==> src/rtl/multicycle_cu.sv <==
// Multi-cycle control unit: sequences FETCH/DECODE/EXEC/MEM/WB per instruction,
// drives datapath controls combinationally from state and the latched opcode.
module multicycle_cu #(
  parameter int unsigned OPCODE_W = 4,
  parameter int unsigned ALUOP_W  = 3,
  parameter int unsigned CNT_W    = 16
) (
  input  logic                clk,
  input  logic                rst,
  input  logic                en,
  input  logic [OPCODE_W-1:0] opcode,
  input  logic                zero,
  input  logic                imem_ready,
  input  logic                dmem_ready,
  output logic                imem_read,
  output logic                ir_write,
  output logic                pc_write,
  output logic                RegDest,
  output logic                Jump,
  output logic                Branch,
  output logic                Sig_Mem_Read,
  output logic                Sig_Mem_to_Reg,
  output logic                Sig_Mem_Write,
  output logic                ALUSrc,
  output logic                Sig_Reg_Write,
  output logic [ALUOP_W-1:0]  ALUOp,
  output logic                illegal_op,
  output logic [2:0]          state,
  output logic [CNT_W-1:0]    retired_count
);

  typedef enum logic [2:0] {
    S_FETCH  = 3'd0,
    S_DECODE = 3'd1,
    S_EXEC   = 3'd2,
    S_MEM    = 3'd3,
    S_WB     = 3'd4
  } state_e;

  localparam logic [3:0] OP_ADD = 4'b0010;
  localparam logic [3:0] OP_SUB = 4'b0110;
  localparam logic [3:0] OP_AND = 4'b0000;
  localparam logic [3:0] OP_OR  = 4'b0001;
  localparam logic [3:0] OP_NOT = 4'b0011;
  localparam logic [3:0] OP_LD  = 4'b1000;
  localparam logic [3:0] OP_SD  = 4'b1010;
  localparam logic [3:0] OP_BNE = 4'b1110;
  localparam logic [3:0] OP_LDI = 4'b0111;
  localparam logic [3:0] OP_JMP = 4'b1111;

  localparam logic [2:0] ALU_ADD = 3'b000;
  localparam logic [2:0] ALU_SUB = 3'b001;
  localparam logic [2:0] ALU_AND = 3'b010;
  localparam logic [2:0] ALU_NOT = 3'b011;
  localparam logic [2:0] ALU_OR  = 3'b100;

  state_e              state_q, state_d;
  logic [OPCODE_W-1:0] op_q, op_d;
  logic [CNT_W-1:0]    cnt_q, cnt_d;
  logic [3:0]          op4;
  logic                retire;

  assign op4           = op_q[3:0];
  assign state         = state_q;
  assign retired_count = cnt_q;

  // Any bit set above the 4-bit encoding space makes the opcode undefined.
  function automatic logic is_legal(input logic [OPCODE_W-1:0] o);
    logic ok;
    case (o[3:0])
      OP_ADD, OP_SUB, OP_AND, OP_OR, OP_NOT,
      OP_LD, OP_SD, OP_BNE, OP_LDI, OP_JMP: ok = 1'b1;
      default:                              ok = 1'b0;
    endcase
    return ok && ((o >> 4) == '0);
  endfunction

  function automatic logic [2:0] alu_of(input logic [3:0] o);
    logic [2:0] a;
    case (o)
      OP_SUB, OP_BNE, OP_LDI: a = ALU_SUB;
      OP_AND:                 a = ALU_AND;
      OP_NOT:                 a = ALU_NOT;
      OP_OR:                  a = ALU_OR;
      default:                a = ALU_ADD;
    endcase
    return a;
  endfunction

  always_comb begin
    state_d        = state_q;
    op_d           = op_q;
    cnt_d          = cnt_q;
    retire         = 1'b0;
    imem_read      = 1'b0;
    ir_write       = 1'b0;
    pc_write       = 1'b0;
    RegDest        = 1'b0;
    Jump           = 1'b0;
    Branch         = 1'b0;
    Sig_Mem_Read   = 1'b0;
    Sig_Mem_to_Reg = 1'b0;
    Sig_Mem_Write  = 1'b0;
    ALUSrc         = 1'b0;
    Sig_Reg_Write  = 1'b0;
    ALUOp          = '0;
    illegal_op     = 1'b0;

    // Unreachable encodings recover to FETCH even while frozen.
    if (state_q > S_WB) state_d = S_FETCH;

    if (en && !rst) begin
      case (state_q)
        S_FETCH: begin
          imem_read = 1'b1;
          if (imem_ready) begin
            ir_write = 1'b1;
            pc_write = 1'b1;
            state_d  = S_DECODE;
          end
        end
        S_DECODE: begin
          op_d = opcode;
          if (!is_legal(opcode)) begin
            illegal_op = 1'b1;
            state_d    = S_FETCH;
          end else begin
            state_d = S_EXEC;
          end
        end
        S_EXEC: begin
          ALUOp = ALUOP_W'(alu_of(op4));
          case (op4)
            OP_LD, OP_SD: begin
              ALUSrc  = 1'b1;
              state_d = S_MEM;
            end
            OP_LDI: begin
              ALUSrc  = 1'b1;
              state_d = S_WB;
            end
            OP_BNE: begin
              Branch   = 1'b1;
              pc_write = ~zero;
              retire   = 1'b1;
              state_d  = S_FETCH;
            end
            OP_JMP: begin
              Jump     = 1'b1;
              pc_write = 1'b1;
              retire   = 1'b1;
              state_d  = S_FETCH;
            end
            default: state_d = S_WB;
          endcase
        end
        S_MEM: begin
          // Address path held steady until the data memory completes.
          ALUSrc        = 1'b1;
          ALUOp         = '0;
          Sig_Mem_Read  = (op4 == OP_LD);
          Sig_Mem_Write = (op4 != OP_LD);
          if (dmem_ready) begin
            if (op4 == OP_LD) begin
              state_d = S_WB;
            end else begin
              retire  = 1'b1;
              state_d = S_FETCH;
            end
          end
        end
        S_WB: begin
          Sig_Reg_Write  = 1'b1;
          RegDest        = (op4 == OP_LD) || (op4 == OP_LDI);
          Sig_Mem_to_Reg = (op4 == OP_LD);
          retire         = 1'b1;
          state_d        = S_FETCH;
        end
        default: state_d = S_FETCH;
      endcase
    end

    if (retire) cnt_d = cnt_q + CNT_W'(1);
  end

  always_ff @(posedge clk or posedge rst) begin
    if (rst) begin
      state_q <= S_FETCH;
      op_q    <= '0;
      cnt_q   <= '0;
    end else begin
      state_q <= state_d;
      op_q    <= op_d;
      cnt_q   <= cnt_d;
    end
  end

endmodule
==> config.mk <==
export PLATFORM = sky130hd
export DESIGN_NAME = multicycle_cu
export DESIGN_NICKNAME = d
export VERILOG_FILES = /design/src/rtl/multicycle_cu.sv
export SDC_FILE = /design/constraint.sdc
export NUM_CORES = 1
export LEC_CHECK = 0
export CORE_MARGIN = 5
export CORE_UTILIZATION = 45
export DETAILED_ROUTE_END_ITERATION = 8
export PLACE_DENSITY = 0.79
export SYNTH_ARGS = -nofsm -noshare
export SYNTH_HDL_FRONTEND = slang
export SYNTH_SLANG_ARGS = --single-unit
==> constraint.sdc <==
create_clock -name clk -period 4.4 [get_ports clk]
set_clock_uncertainty 0.1 [all_clocks]
set_input_delay 0.44 -clock clk [delete_from_list [all_inputs] [get_ports clk]]
set_output_delay 0.44 -clock clk [all_outputs]
set_load 0.05 [all_outputs]
==> results of run 1 <==
## routing by layer
layer	GRT usage (%)	wire length [um]
met1	22.08	1483
met2	27.33	1532
met3	2.936	206
met4	6.860	48
met5	0	0
## power groups by stage
| stage | logic (mW) | clock network, mW | registers [mW] |
|---|---|---|---|
| 4_1_cts | 0.373 | 0.0996 | 0.344 |
| 6_report | 0.370 | 0.0964 | 0.345 |
| 3_5_place_dp | 0.372 | 0 | 0.348 |
| 3_3_place_gp | 0.363 | 0 | 0.344 |
| 5_1_grt | 0.399 | 0.110 | 0.361 |
| 2_1_floorplan | 0.262 | 0 | 0.360 |
## flip-flops by register name, indices dropped and copies added (netlist names)
| name | cells |
|---|---|
| state | 3 |
| op4 | 4 |
| retired_count | 16 |
## worst max-delay path: cells and delay by family
kind | cells | cell delay [ps]
buffers and inverters | 2 | 1330
AND/OR/NAND/NOR | 4 | 1040
## placed cells by master, fill, tap and decap left out, drive strengths merged
master          n
nor2b           4
a311oi          2
nand2b          6
o31a            2
o211ai          1
xor2           11
o21a            1
nand3           6
a31oi           1
clkdlybuf4s50  41
nand4           6
nand2          14
a21bo           1
and2            1
xnor2           5
or2             1
o21ai           1
mux2            7
clkbuf          4
dfrtp          23
buf             3
nor3           12
nand4b          1
nor4            3
or3b            1
a21oi           5
or3             3
ha              1
or4b            2
nor2           12
inv             3
## final cells by class
type | instances | area, um2
Clock buffer | 4 | 26.28
Multi-Input combinational cell | 110 | 721.9
Timing Repair Buffer | 44 | 432.9
Sequential cell | 23 | 575.6
Inverter | 3 | 11.26
Fill cell | 249 | 998.5
Tap cell | 31 | 38.79
## worst max-delay path by stage
stage,start,to,cells past startpoint
5_1_grt,rst,ALUOp[0],7
3_3_place_gp,rst,ALUOp[0],7
4_1_cts,en,Jump,6
3_5_place_dp,en,Jump,6
6_report,en,Jump,6
2_1_floorplan,rst,ALUOp[1],5
## cells by family after synthesis
group                    after synthesis
XOR/XNOR                              16
adder cells (fa/ha/maj)                1
AND/OR/NAND/NOR                       72
buffers and inverters                 10
AO/OA/AOI/OAI                         14
flip-flops                            23
multiplexers                           7
## metrics by stage
| stage | cell area, um2 | setup slack [ps] | utilization, % | cells | hold slack (ps) |
|---|---|---|---|---|---|
| floorplan | 1348 | 480.5 | - | 143 | 350.4 |
| global placement | 1780 | 1112 | 63.47 | 211 | 379.3 |
| detailed placement | 1780 | 1064 | 63.47 | 211 | 385.2 |
| CTS | 1807 | 1062 | 64.41 | 215 | 414.7 |
| global route | 1807 | 950.7 | 64.41 | 215 | 441.0 |
| finish | 1807 | 1042 | 64.41 | 215 | 412.7 |
==> results.cfg, run 1 <==
[power_and_ir_drop]
power.switching_uw = 375.0
clockPowerShare_pct = 11.9
pwr-share-seq_pct = 42.5
p_leak_nw = 0.7507
power_uw = 811.3
pwr-share-comb_pct = 45.6
vdd_drop_max_uv = 237.3
sw_frac_of_total_pct = 46.23
p_int_uw = 436.2
power_density_nw_per_um2 = 449.0

[clocking]
clk_pin_slew_worst_paths_ps = 120
cts.sinks = 23
cts_hold_buf = 0
numCtsBuffers = 3
cts_setup_buffers = 0
htree_levels = 1
cts_buffer_depth = 2
clock_latency_ps = 300
cts-resized-gates = 0
cts_tree = done
cts_root_buf = clkbuf_4

[timing]
rsz0062_at_grt = no
hold_viol_final = 0
setup_violations = 0
max_freq_ghz = 0.2978
drv_slew = 0
timing.setup.tns_ps = 0
maxSlewHeadroom_pct = 58.41
worstMarginPinSlew_ps = 619.1
period_needed_ps = 3358
period_share_pct = 76.33

[die]
die_w_um = 64.72
start_util_pct = 48.04
die_area_um2 = 4189
rows = 19
num_io_pins = 44
coreArea_um2 = 2805
die_y_um = 64.72

[setup_path]
path_max_fanout = 8
cp_common_cell = clkdlybuf4s50_1
worst-r2r-cell-count = 5
rrSetupSlack_ps = 2210
start_kind = input pin
cp_slowest_cell = clkdlybuf4s50_1
r2r_end = retired_count[15]
r2r-start = state[0]
end_kind = primary output
crit_type = in2out
path_cells = clkdlybuf4s50_1 -> nand2_1 -> or3_1 -> or2_1 -> nor3_1 -> clkdlybuf4s50_1
slowest_delay_ps = 830
cp.arrival_ps = 2820
crit_required_ps = 3860

[routing]
drc_errors = 0
wl_per_cell_um = 15.21
drt-initial-drc-count = 52
num_vias = 1210
wl_um = 3271
vias_per_cell = 5.628
dr.pass1.iters = 4
antenna_left = 0

[synthesis]
postSynth.asyncResetShare_pct = 100.0
synth-main-ff-cell = dfrtp_1
synth_most_common_cell = dfrtp_1
synth-adder-area-share_pct = 0.9285
synth_top_area_cell = dfrtp_1
synth-xor-area-share_pct = 10.96
ys_ff_latch = 23
synthSimpleGateAreaFrac_pct = 28.60
synthTopCellsByArea = dfrtp_1 43%, xor2_1 7.1%, mux2_2 5.8%
synth_common_cells = 23 x dfrtp_1, 14 x nand2_1, 12 x nor2_1, 12 x nor3_1, 11 x xor2_1
synth.area.mux_share_pct = 5.850
synth_compound_area_share_pct = 7.242
syn_avg_cell_area_um2 = 9.423
ys_types = 33
synth_top_family_by_area = simple AND/OR/NAND/NOR gates
synth_edf_count = 0
yosysWarnings = 0
syn_nets = 154
seq_area_frac_synth_pct = 42.71
synthCells = 143
synthesis.area_um2 = 1348
yosysTopAreaCellShare_pct = 42.71

[worst_hold_path]
hp-class = reg2reg
worstHoldStart = retired_count[6]
min_to = retired_count[6]
worstHoldPathCells = 1

[finish]
fin_nets = 196
syn_to_final_growth_pct = 34.08
layout-drive-gt1-share_pct = 10.33
antenna_cells = 0

[place]
dpl.hpwl_um = 2590
io_buffer_count = 43
place.gp.congestion = 0.8622

[global_route]
grt-ovfl-total = 0
antenna_found_initial = 0
grt_util_all_layers_pct = 16.78
grt_pass1_vias = 1229
grt_pass1_wl_um = 5671
grt_max_degree = 24

[status]
status = finished clean

[run]
cap_violations = 0
Power figures use the tool's default switching activity.
==> inputs of run 2 (changes only) <==
Clock period 4.4 ns to 3.1 ns, I/O delays scaled along.
==> run 2 against run 1 <==
Compared with the run above:
- clock power grew 40%
- via count shrank 0.91%
- largest power group unchanged
- critical path type is now reg2out
- routed wire length grew 0.31%
==> results.cfg, run 2 (synthesized netlist as in run 1, its figures left out) <==
[global_route]
grt_pass1_vias = 1252
met3_usage_pct = 1.727
grt_util_all_layers_pct = 16.87
antenna_found_initial = 0
gr-usage-met1_pct = 21.79
use_met2_pct = 31.03
grt-ovfl-total = 0
grt_max_degree = 24
grt_pass1_wl_um = 5844
busiest_layer = met2

[setup_path]
crit_type = reg2out
path_cells = or3_1 -> or2_1 -> nor4_1 -> buf_12
cp_slowest_cell = dfrtp_1
path_max_fanout = 14
crit_required_ps = 2690
cp.arrival_ps = 2280
start_kind = flop
slowest_delay_ps = 540
end_kind = primary output

[die]
start_util_pct = 48.04
die_w_um = 64.72
coreArea_um2 = 2805
num_io_pins = 44
rows = 19
die_area_um2 = 4189
die_y_um = 64.72

[clocking]
cts_hold_buf = 0
htree_levels = 1
clock_latency_ps = 300
cts_root_buf = clkbuf_4
cts_tree = done
cts_setup_buffers = 0
cts_buffer_depth = 2
cts.sinks = 23
clk_pin_slew_worst_paths_ps = 130
numCtsBuffers = 3
cts-resized-gates = 0

[routing]
drt-initial-drc-count = 61
num_vias = 1199
vias_per_cell = 5.525
antenna_left = 0
wl_per_cell_um = 15.12
drc_errors = 0
wl_um = 3281
dr.pass1.iters = 4

[finish]
fin_util_pct = 70.52
nFillCells = 245
final_cell_mix = 28 x clkdlybuf4s50_1, 23 x dfrtp_1, 15 x buf_12, 14 x nand2_1
largest_reg_flops = 16
antenna_cells = 0
design_area_um2 = 1978
layout_commonest_cell = clkdlybuf4s50_1
layout-drive-gt1-share_pct = 18.82
syn_to_final_growth_pct = 46.80
fin_nets = 198

[timing]
worst_slack_ps = 412.9
max_freq_ghz = 0.3721
worstMarginPinSlew_ps = 565.1
period_share_pct = 86.68
period_needed_ps = 2687
drv_slew = 0
setup_violations = 0
hold_viol_final = 0
maxSlewHeadroom_pct = 62.04
rsz0062_at_grt = no

[place]
io_buffer_count = 43
place_ws_ps = 458.5
place.gp.congestion = 0.8543
dpl.hpwl_um = 2673
placed_area_um2 = 1951

[power_and_ir_drop]
p_leak_nw = 0.8305
pwr-share-seq_pct = 41.4
power.switching_uw = 538.9
sw_frac_of_total_pct = 45.55
vdd_drop_max_uv = 357.3
pwr-share-comb_pct = 47.2
p_int_uw = 644.2
power_mw = 1.183
power_density_nw_per_um2 = 598.1
clockPowerShare_pct = 11.4

[worst_hold_path]
hp-class = in2async

[run]
cap_violations = 0

[status]
status = finished clean
run 2: path summary, 6_finish.rpt:
kind / start / slack, ps / end / cells after the start
max: state[0] / 410 / ALUOp[2] / 4
min: rst / 290 / retired_count[12] / 3
max reg2reg: state[0] / 920 / retired_count[15] / 5
min reg2reg: retired_count[6] / 410 / retired_count[6] / 1
max in group asynchronous: rst / 2380 / retired_count[14] / 3
min in group clk: retired_count[6] / 410 / retired_count[6] / 1
run 2: power groups by stage:
stage	clock, mW	sequential (mW)	combinational (mW)
floorplan	0	0.511	0.372
global placement	0	0.486	0.551
detailed placement	0	0.496	0.562
CTS	0.140	0.489	0.564
global route	0.155	0.509	0.603
finish	0.135	0.490	0.559
run 2: routing by layer:
metal | vias to the layer above | routed length [um]
li1 | 585 | -
met5 | - | 0
met3 | 2 | 161
met4 | 0 | 8
met1 | 575 | 1496
met2 | 37 | 1615
run 2: through the flow:
step	TNS, ps	instances	hold WS [ps]
detailed placement	0	213	387.6
global route	0	217	342.0
floorplan	-1514	143	220.4
global placement	0	213	377.0
finish	0	217	288.0
CTS	0	217	304.3
run 2: cell type report:
class	instances	area, um2	area share (%)
clock buffer	3	22.52	1.139
clock inverter	1	5.005	0.2530
inverter	3	11.26	0.5693
multi-input combinational	110	721.9	36.50
sequential	23	575.6	29.10
tap	31	38.79	1.961
timing repair buffer	46	603.1	30.49
run 2: critical path: cells and delay by family (launching register included):
kind,cells,cell delay [ps]
AND/OR/NAND/NOR,3,1230
flip-flops,1,540
buffers and inverters,1,200
